**src/rtl/key_stepper.sv**
```systemverilog
// Debounced single-step clock source: one strobe plus a stretched step_clk pulse per key press.
// Define KEY_STEPPER_REPEAT_EN to build the auto-repeat path (REPEAT state and repeat counting).
module key_stepper #(
  parameter int unsigned DEBOUNCE_CYC      = 500000,
  parameter int unsigned REPEAT_DELAY_CYC  = 25000000,
  parameter int unsigned REPEAT_PERIOD_CYC = 5000000,
  parameter int unsigned PULSE_CYC         = 250000
) (
  input  logic       clk,
  input  logic       rst_n,
  input  logic       key_n,
  output logic       step_clk,
  output logic       step_stb,
  output logic       held,
  output logic [7:0] step_cnt
);

  localparam int unsigned CNT_MAX_DR = (DEBOUNCE_CYC > REPEAT_DELAY_CYC) ? DEBOUNCE_CYC : REPEAT_DELAY_CYC;
  localparam int unsigned CNT_MAX    = (CNT_MAX_DR > REPEAT_PERIOD_CYC) ? CNT_MAX_DR : REPEAT_PERIOD_CYC;
  localparam int unsigned CNT_W      = $clog2(CNT_MAX);
  localparam int unsigned PCNT_W     = $clog2(PULSE_CYC + 1);

  localparam logic [CNT_W-1:0]  DB_LAST    = CNT_W'(DEBOUNCE_CYC - 1);
  localparam logic [PCNT_W-1:0] PULSE_LOAD = PCNT_W'(PULSE_CYC);
`ifdef KEY_STEPPER_REPEAT_EN
  localparam logic [CNT_W-1:0]  RD_LAST    = CNT_W'(REPEAT_DELAY_CYC - 1);
  localparam logic [CNT_W-1:0]  RP_LAST    = CNT_W'(REPEAT_PERIOD_CYC - 1);

  typedef enum logic [2:0] {
    S_IDLE, S_DB_PRESS, S_HELD, S_REPEAT, S_DB_RELEASE
  } state_t;
`else
  typedef enum logic [2:0] {
    S_IDLE, S_DB_PRESS, S_HELD, S_DB_RELEASE
  } state_t;
`endif

  state_t             r_state;
  logic [1:0]         r_sync;
  logic               r_key_prev;
  logic [CNT_W-1:0]   r_cnt;
  logic [PCNT_W-1:0]  r_pcnt;
  logic               w_key_s;
  logic               w_step;

  assign w_key_s = ~r_sync[1];

  always_ff @(posedge clk or negedge rst_n) begin
    if (!rst_n) begin
      r_sync     <= '1;
      r_key_prev <= 1'b0;
    end else begin
      r_sync     <= {r_sync[0], key_n};
      r_key_prev <= w_key_s;
    end
  end

  always_comb begin
    w_step = 1'b0;
    case (r_state)
      S_DB_PRESS: w_step = w_key_s && (r_cnt == DB_LAST);
`ifdef KEY_STEPPER_REPEAT_EN
      S_HELD:     w_step = w_key_s && (r_cnt == RD_LAST);
      S_REPEAT:   w_step = w_key_s && (r_cnt == RP_LAST);
`endif
      default:    w_step = 1'b0;
    endcase
  end

  always_ff @(posedge clk or negedge rst_n) begin
    if (!rst_n) begin
      r_state <= S_IDLE;
      r_cnt   <= '0;
      held    <= 1'b0;
    end else begin
      case (r_state)
        S_IDLE: begin
          if (w_key_s) begin
            r_state <= S_DB_PRESS;
            r_cnt   <= '0;
          end
        end
        S_DB_PRESS: begin
          if (!w_key_s) begin
            r_state <= S_IDLE;
            r_cnt   <= '0;
          end else if (w_step) begin
            r_state <= S_HELD;
            r_cnt   <= '0;
            held    <= 1'b1;
          end else begin
            r_cnt <= r_cnt + CNT_W'(1);
          end
        end
        S_HELD: begin
          if (!w_key_s) begin
            r_state <= S_DB_RELEASE;
            r_cnt   <= '0;
`ifdef KEY_STEPPER_REPEAT_EN
          end else if (w_step) begin
            r_state <= S_REPEAT;
            r_cnt   <= '0;
          end else begin
            r_cnt <= r_cnt + CNT_W'(1);
`endif
          end
        end
`ifdef KEY_STEPPER_REPEAT_EN
        S_REPEAT: begin
          if (!w_key_s) begin
            r_state <= S_DB_RELEASE;
            r_cnt   <= '0;
          end else if (w_step) begin
            r_cnt <= '0;
          end else begin
            r_cnt <= r_cnt + CNT_W'(1);
          end
        end
`endif
        S_DB_RELEASE: begin
          // The first released sample after a pressed one restarts the count, matching the HELD exit.
          if (w_key_s || r_key_prev) begin
            r_cnt <= '0;
          end else if (r_cnt == DB_LAST) begin
            r_state <= S_IDLE;
            r_cnt   <= '0;
            held    <= 1'b0;
          end else begin
            r_cnt <= r_cnt + CNT_W'(1);
          end
        end
        default: begin
          r_state <= S_IDLE;
          r_cnt   <= '0;
          held    <= 1'b0;
        end
      endcase
    end
  end

  always_ff @(posedge clk or negedge rst_n) begin
    if (!rst_n) begin
      step_stb <= 1'b0;
      step_clk <= 1'b0;
      step_cnt <= '0;
      r_pcnt   <= '0;
    end else begin
      step_stb <= w_step;
      if (w_step) begin
        step_cnt <= step_cnt + 8'd1;
        r_pcnt   <= PULSE_LOAD;
        step_clk <= 1'b1;
      end else if (r_pcnt != '0) begin
        r_pcnt   <= r_pcnt - PCNT_W'(1);
        step_clk <= (r_pcnt != PCNT_W'(1));
      end
    end
  end

endmodule

```
**config.mk**
```make
export PLATFORM = sky130hd
export DESIGN_NAME = key_stepper
export DESIGN_NICKNAME = d
export VERILOG_FILES = /design/src/rtl/key_stepper.sv
export SDC_FILE = /design/constraint.sdc
export NUM_CORES = 1
export LEC_CHECK = 0
export BUFFER_PORTS_ARGS = -buffer_cell sky130_fd_sc_hd__buf_2
export CORE_ASPECT_RATIO = 2
export CORE_UTILIZATION = 40
export CTS_CLUSTER_SIZE = 24
export DETAILED_ROUTE_END_ITERATION = 12
export HOLD_SLACK_MARGIN = 0.15
export MAX_ROUTING_LAYER = met4
export SYNTH_ARGS = -nofsm -noshare
export SYNTH_HDL_FRONTEND = slang
export SYNTH_SLANG_ARGS = --single-unit
```
**constraint.sdc**
```tcl
create_clock -name clk -period 2.3 [get_ports clk]
set_input_delay 0.23 -clock clk [delete_from_list [all_inputs] [get_ports clk]]
set_output_delay 0.23 -clock clk [all_outputs]
set_load 0.02 [all_outputs]
```
---- Yosys cells after proc, flatten, opt, wreduce, memory -nomap -nowiden ----
Index checks and enable logic that the tools add are counted.
operators by class
  $add $sub $neg .......................... 3
  equality and inequality tests ........... 12
  multiplexer cells ....................... 24
  bitwise gates (word level) .............. 2
  reductions and logical operators ........ 9
operator list
  cell                   count
  $mux 25                6
  $pmux 25 s4            1
  $mux 18                2
  $add 25x1->25 const B  1
  $eq 25x19->1 const B   1
  $mux 3                 6
  $ne 18x1->1 const B    1
  $reduce_bool 18->1     1
  $sub 18x1->18 const B  1
  $ne 2x2->1 const B     6
  $pmux 3 s4             1
  $reduce_and 5->1       2
  $add 8x1->8 const B    1
  $mux 1                 7
  $eq 3x2->1 const B     2
  $eq 3x1->1 const B     1
  $logic_not 3->1        1
  $ne 3x3->1 const B     1
  $pmux 1 s3             1
  $not 1->1              2
  $reduce_and 2->1       1
  $reduce_bool 2->1      1
  $reduce_or 2->1        1
  $logic_and 1x1->1      1
  $logic_or 1x1->1       1
word-level totals
  register bits after elaboration ......... 60
  input bits .............................. 3
  logic and storage cells ................. 59

---- Logic depth before layout (Yosys ltp) ----
Gate-level depths: netlist of run 1.
  word-level depth ........................ 6
  mapped depth ............................ 8
  mapped depth without buffers ............ 7

---- Worst setup path after synthesis of run 1 ----
Ideal clock, no wire load.
  path kind ............................... flip-flop to flip-flop
  from .................................... register r_pcnt[12]
  to ...................................... register r_pcnt[17]
  arrival time ............................ 1932 ps
  required time ........................... 2176 ps
  path slack .............................. 244 ps
  cell stages (with the launch flop) ...... 5
  buffers on the path ..................... 0
  cells stage by stage .................... dfrtp_1 > or4_4 > or3_4 > or3_1 > a211o_2
between the ends
  cells in the longest elaborated chain, start to end .. 3
  elaborated cells on any way between the ends .. 5
ends and longest elaborated chain
  element                 RTL line  source
  start, declared         42        logic [PCNT_W-1:0] r_pcnt;
  start signal, assigned  154       r_pcnt <= r_pcnt - PCNT_W'(1);
  $sub 18x1->18           154
  $mux 18                 153       end else if (r_pcnt != '0) begin
  $mux 18                 149       if (w_step) begin
Several ways; a longest one is shown, not always the timed one. The select of a mux whose other input is x is not followed.
A chain may end at the register's enable or synchronous reset.

---- Final worst setup path of run 1 ----
Ends and elaborated chain as after synthesis.

==> results of run 1 <==
[placed cells by master, fill, tap and decap left out, types with 3 or more instances in the layout]
master,count
a21o_1,3
clkbuf_16,9
a31oi_1,16
nor2_1,22
nor4b_1,4
and4_1,4
a21oi_1,29
buf_2,13
a211oi_1,3
and3_1,7
dfrtp_1,57
or3_1,4
nand2b_1,7
inv_1,9
nand4_1,20
nand2_1,23
or4_1,4
mux2i_1,4
ha_1,5
o21ai_0,11
nand3_1,18
nor4_1,8
nor3_1,10
buf_4,20
bufinv_16,3
xnor2_1,11
[layout make-up]
class                           count  share of cell area
Multi-Input combinational cell    249               0.410
Sequential cell                    59               0.388
Timing Repair Buffer               37              0.0722
Clock buffer                       11              0.0637
Tap cell                           94              0.0309
Clock inverter                      5              0.0263
Inverter                            9             0.00886
[power by group through the flow]
stage / combinational [mW] / clock (mW) / sequential [mW]
3_5_place_dp: 0.0877 / 0 / 1.09
2_1_floorplan: 0.0480 / 0 / 1.08
6_report: 0.0874 / 1.54 / 1.07
5_1_grt: 0.100 / 1.62 / 1.07
4_1_cts: 0.0901 / 1.58 / 1.07
3_3_place_gp: 0.0863 / 0 / 1.09
[stage by stage]
step | setup slack (ns) | instances | area, µm² | hold slack, ns | total power, mW
2_1_floorplan | 0.244 | 333 | 3130 | -0.0656 | 1.13
4_1_cts | 0.162 | 464 | 3810 | 0.355 | 2.74
3_5_place_dp | 0.175 | 446 | 3450 | 0.262 | 1.18
6_report | 0.129 | 464 | 3810 | 0.354 | 2.70
5_1_grt | 0.0530 | 464 | 3810 | 0.366 | 2.79
3_3_place_gp | 0.218 | 446 | 3450 | 0.266 | 1.17
[cell families (layout without fill, tap and decap cells)]
family,Yosys count,after routing,share of synthesized area
AO/OA/AOI/OAI,79,79,0.157
multiplexers,6,6,0.0200
flip-flops,59,59,0.472
AND/OR/NAND/NOR,146,146,0.264
XOR/XNOR,13,13,0.0363
adder cells (fa/ha/maj),5,5,0.0200
buffers and inverters,25,62,0.0311
[routing by layer]
metal,share of wire,vias to the layer above,wire length [µm],global-route usage
li1,-,1312,-,-
met1,0.38,1327,2790,0.216
met2,0.57,55,4240,0.372
met3,0.024,14,177,0.0402
met4,0.028,0,211,0.140
met5,0,-,0,-
[synthesized netlist by cell type, drive strengths merged (8+ instances only)]
cell    instances
nand4          20
nor3           11
and3            8
dfrtp          57
a31oi          16
inv             9
xnor2          11
nor2           22
clkbuf         12
nand3          18
a21oi          29
nor4            9
nand2          23
o21ai          12
[worst min path at each step]
stage	depth (start not counted)	to	start	slack (ns)
after floorplan	0	held	rst_n	-0.07
after global placement	2	r_pcnt[3]	rst_n	0.27
after detailed placement	2	r_pcnt[2]	rst_n	0.26
after CTS	0	r_sync[1]	r_sync[0]	0.36
after global routing	0	r_sync[1]	r_sync[0]	0.37
final	0	r_sync[1]	r_sync[0]	0.35
[worst reg2reg max path, stage by stage, from the launching register on]
cell and delay [ns]:
dfrtp_1 0.41, or4_4 0.56, or3_4 0.36, or3_1 0.38, a211oi_1 0.27, a211o_2 0.14
[flip-flops by register name (all words and copies together), names as in the netlist]
name,cells
r_key_prev,1
step_cnt,8
r_cnt,25
r_pcnt,18
held,1
r_sync,2
step_clk,1
step_stb,1
r_state,2
[repair_timing]
action	CTS	global route
setup endpoints to repair	0	1
gates resized for setup	0	1
hold endpoints to repair	58	0
hold buffers	2	0
==> summary.txt, run 1 <==
Critical path
  • Worst Path Buf+Inv: 0
  • CP Class: reg2reg
  • FF-to-FF Start: r_pcnt[12]
  • CP Launch Point: r_pcnt[12]
  • End of the critical path: r_pcnt[17]
  • Critical Path RT: 2.57 ns
  • Critical path peak fanout: 5
  • WP depth: 5
  • Largest delay contributor family on the critical path: simple AND/OR/NAND/NOR gates
  • CP endpoint kind: flop
  • Setup slack, reg-to-reg: 0.13 ns
  • Critical path's slowest cell: or4_4
  • Crit path DAT: 2.44 ns
  • Largest stage delay, worst path: 0.55 ns
  • Critical-path cell list: or4_4, or3_4, or3_1, a211oi_1, a211o_2
  • FF-to-FF path depth: 5
  • CP Launch Type: flop
  • R2R Path End: r_pcnt[17]

Floorplanning
  • Core Area: 7600 µm²
  • Row count: 45
  • DIE HEIGHT: 127 µm
  • Initial Utilization: 0.412
  • Die width: 64.6 µm
  • Top Ports: 14
  • Full die area: 8210 µm²

Timing
  • RSZ-0062 raised after global routing: no
  • Fin. Hold Viols: 0
  • Max Clock Skew: 0.00690 ns
  • Slew Limit Headroom: 0.562
  • Final setup fails: 0
  • Setup TNS: 0 ns
  • Max-slew violation count: 0
  • Slew @ Worst Pin: 0.650 ns
  • Final worst-path cycle share: 0.944
  • FMAX: 0.461 GHz
  • Final min period: 2.17 ns

Min path
  • Worst hold path class: reg2reg

Clock network
  • CTS root buf: clkbuf_16
  • CTS sink cnt: 59
  • Setup bufs post-CTS: 0
  • CTS buffer count: 9
  • Reg clk slew, reported paths: 0.05 ns
  • CTS max path bufs: 2
  • H-tree level count: 3
  • CTS tree: done
  • Clock latency on the worst-skew pair: 0.33 ns

Yosys
  • Synth top area share: 0.455
  • Avg Inst Size Synth: 9.41 µm²
  • Library cells used by synthesis: 54
  • Synthesis-stage register bit count: 59
  • Ranking of synthesized cells by area: dfrtp_1 (46%), a21oi_1 (4.6%), nand4_1 (4.0%)
  • FFs w/ async S/R, synth: 1.00
  • Syn Inst Count: 333
  • Syn_nets: 341
  • Number of synthesized flops with an enable pin: 0
  • Register area share after synthesis: 0.472
  • Predominant post-synthesis flop cell: dfrtp_1
  • Ys Warns: 0
  • Cell taking the most area after synthesis: dfrtp_1
  • Syn Std Cell Area: 3130 µm²

Power and ir drop
  • Static leakage: 1.77 nW
  • Switching share of power: 0.197
  • Switch Pwr: 0.531 mW
  • Logic pwr share: 0.032
  • Clock power frac: 0.571
  • Flop pwr share: 0.397
  • Maximum vdd drop: 0.000498 V
  • Internal Power: 2.17 mW
  • PwrDens: 708 nW/µm²

Finish
  • Fill cell count: 709
  • Synthesis-to-layout area growth: 21.6%
  • Register area: 1480 µm²
  • Nets@finish: 373
  • Final Util: 0.501
  • Multi-input logic area: 1560 µm²
  • Layout cells sized above 1: 0.178
  • ANT cells: 0

Routing
  • Via count: 2708
  • Initial DRC Count: 175
  • Routed length per placed instance: 16.0 µm
  • DRT Wirelength: 7.42 mm
  • Pre-Repair DR Iteration Count: 4
  • Vias per cell: 5.84
  • Routed Antenna Nets: 0
  • Drt drc: 0

Job
  • Max-Cap Viols: 0

Placed design
  • RePlAce Congestion: 0.894
  • Hpwl dp: 5.29 mm
  • # port buffers: 13

Status
  • Status: completed

GRT
  • Initial antenna violation count: 0
  • Largest net degree at the start of global routing: 60
  • Total grt overflow: 0
  • Total GRT Usage: 0.215
  • First-pass GRT wire length: 13.0 mm
  • Vias in the first global route: 2734
Power figures use the tool's default switching activity.
==> run 2, diff against run 1 <==
--- a/config.mk
+++ b/config.mk
@@ -7,6 +7,7 @@
 export LEC_CHECK = 0
 export BUFFER_PORTS_ARGS = -buffer_cell sky130_fd_sc_hd__buf_2
 export CORE_ASPECT_RATIO = 2
+export CORE_MARGIN = 2
 export CORE_UTILIZATION = 40
 export CTS_CLUSTER_SIZE = 24
 export DETAILED_ROUTE_END_ITERATION = 12
==> run 2 against run 1 <==
  * First-iteration DRC count rose by 2.9%
  * Clock power fell by 14%
  * Register-to-register slack improved by 0.03 ns
  * Sequential power barely moved
  * Combinational power rose by 2%
  * Core utilization fell by 0.79 points
  * Die area rose by 4.7%
  * Cell count did not move
  * Critical path type unchanged
  * Cell area fell by 1.6%
  * Critical endpoint unchanged
  * Clock skew fell by 0.00086 ns
  * Routed wire length rose by 4.3%
  * Flip-flop and latch count did not move
==> summary.txt, run 2 (synthesized netlist as in run 1, its figures left out) <==
Timing
  • Final worst-path cycle share: 0.930
  • Max Clock Skew: 0.00605 ns
  • Max-slew violation count: 0
  • Slew @ Worst Pin: 0.646 ns
  • Fin. Hold Viols: 0
  • Slew Limit Headroom: 0.558
  • Hold_ws: 0.354 ns
  • Setup TNS: 0 ns
  • Final min period: 2.14 ns
  • RSZ-0062 raised after global routing: no
  • FMAX: 0.467 GHz
  • Final setup fails: 0

Critical path
  • Critical path peak fanout: 5
  • CP Launch Type: flop
  • Crit path DAT: 2.36 ns
  • CP Class: reg2reg
  • Largest stage delay, worst path: 0.57 ns
  • Critical path's slowest cell: or4_4
  • Critical-path cell list: or4_4, or3_4, or3_1, a211o_2
  • Critical Path RT: 2.52 ns
  • CP endpoint kind: flop

Routing
  • Via count: 2772
  • Drt drc: 0
  • Initial DRC Count: 180
  • Vias per cell: 5.97
  • Pre-Repair DR Iteration Count: 4
  • Routed length per placed instance: 16.7 µm
  • Routed Antenna Nets: 0
  • DRT Wirelength: 7.74 mm

GRT
  • Vias in the first global route: 2831
  • Total GRT Usage: 0.211
  • Initial antenna violation count: 0
  • Largest net degree at the start of global routing: 33
  • Total grt overflow: 0
  • First-pass GRT wire length: 13.3 mm

Clock network
  • CTS root buf: clkbuf_16
  • H-tree level count: 3
  • Setup bufs post-CTS: 0
  • CTS tree: done
  • CTS sink cnt: 59
  • Reg clk slew, reported paths: 0.05 ns
  • CTS max path bufs: 2
  • Clock latency on the worst-skew pair: 0.33 ns
  • CTS buffer count: 9

Placed design
  • RePlAce Congestion: 0.931
  • # port buffers: 13
  • Placed instance count: 446
  • Placed inst area: 3440 µm²
  • Hpwl dp: 5.68 mm

Finish
  • Most frequent cells in the layout: dfrtp_1 (57), a21oi_1 (29), nand2_1 (23)
  • Layout cells sized above 1: 0.178
  • Synthesis-to-layout area growth: 19.7%
  • Top Registers: r_cnt: 25 flops, r_pcnt: 18 flops, step_cnt: 8 flops
  • Biggest register: r_cnt
  • Nets@finish: 373
  • Most common cell after layout, fill and taps aside: dfrtp_1
  • Non-filler cells, final: 464
  • ANT cells: 0
  • Cell area after layout: 3750 µm²
  • Largest register FFs: 25
  • Fill cell count: 730

Power and ir drop
  • Static leakage: 1.74 nW
  • Overall power: 2.49 mW
  • PwrDens: 664 nW/µm²
  • Maximum vdd drop: 0.000376 V

Min path
  • Worst hold path class: reg2reg

Floorplanning
  • Row count: 45
  • Top Ports: 14
  • Full die area: 8600 µm²
  • Initial Utilization: 0.412
  • DIE HEIGHT: 129 µm
  • Core Area: 7600 µm²
  • Die width: 66.6 µm

Job
  • Max-Cap Viols: 0

Status
  • Status: completed
[run 2: cell types whose count changed in the layout (fill, tap and decap cells not counted), sizes merged]
| cell | change |
|---|---|
| clkinv | +1 |
| bufinv | -2 |
| clkinvlp | +1 |
[run 2: per-stage QoR]
| step | setup WS, ns | utilization |
|---|---|---|
| 6_report | 0.160 | 0.493 |
| 5_1_grt | 0.0506 | 0.493 |
| 4_1_cts | 0.187 | 0.493 |
| 3_5_place_dp | 0.193 | 0.452 |
| 3_3_place_gp | 0.194 | 0.452 |
| 2_1_floorplan | 0.244 | - |
[run 2: critical path: cells and delay by family, from the launching register on]
family	cells	cell delay, ns
DFF	1	0.39
and+or+nand+nor	3	1.30
AOI/OAI and AO/OA	1	0.34
[run 2: timing repair]
action | CTS | global route
gates resized for setup | 0 | 1
hold buffers | 2 | 0
setup endpoints to repair | 0 | 1
endpoints found under the hold margin | 24 | 0
[run 2: worst paths after layout]
kind	start	to	slack (ns)	cells after the start
worst max-delay path	r_pcnt[13]	r_pcnt[17]	0.16	4
worst min-delay path	r_sync[0]	r_sync[1]	0.35	0
worst max register to register	r_pcnt[13]	r_pcnt[17]	0.16	4
worst min register to register	r_sync[0]	r_sync[1]	0.35	0
max in group asynchronous	rst_n	r_cnt[17]	1.18	3
min in group asynchronous	rst_n	r_key_prev	0.45	2
[run 2: routing by layer]
metal	track usage	wire length (µm)
met2	0.368	4330
met1	0.205	2820
met3	0.0304	170
met5	-	0
met4	0.152	416
[run 2: area by class of cell]
cell class                      instances  area (µm²)  share of cell area
Sequential cell                        59        1480               0.394
Clock inverter                          5        52.6              0.0140
Tap cell                               94         118              0.0314
Inverter                                9        33.8             0.00901
Timing Repair Buffer                   37         263              0.0700
Clock buffer                           11         243              0.0647
Multi-Input combinational cell        249        1560               0.417
[run 2: report_power, final]
part           leakage, nW  switching, mW  total [mW]  internal, mW
clock network        0.145          0.471        1.33         0.861
logic                0.785         0.0576      0.0891        0.0314
registers            0.811         0.0173        1.07          1.05
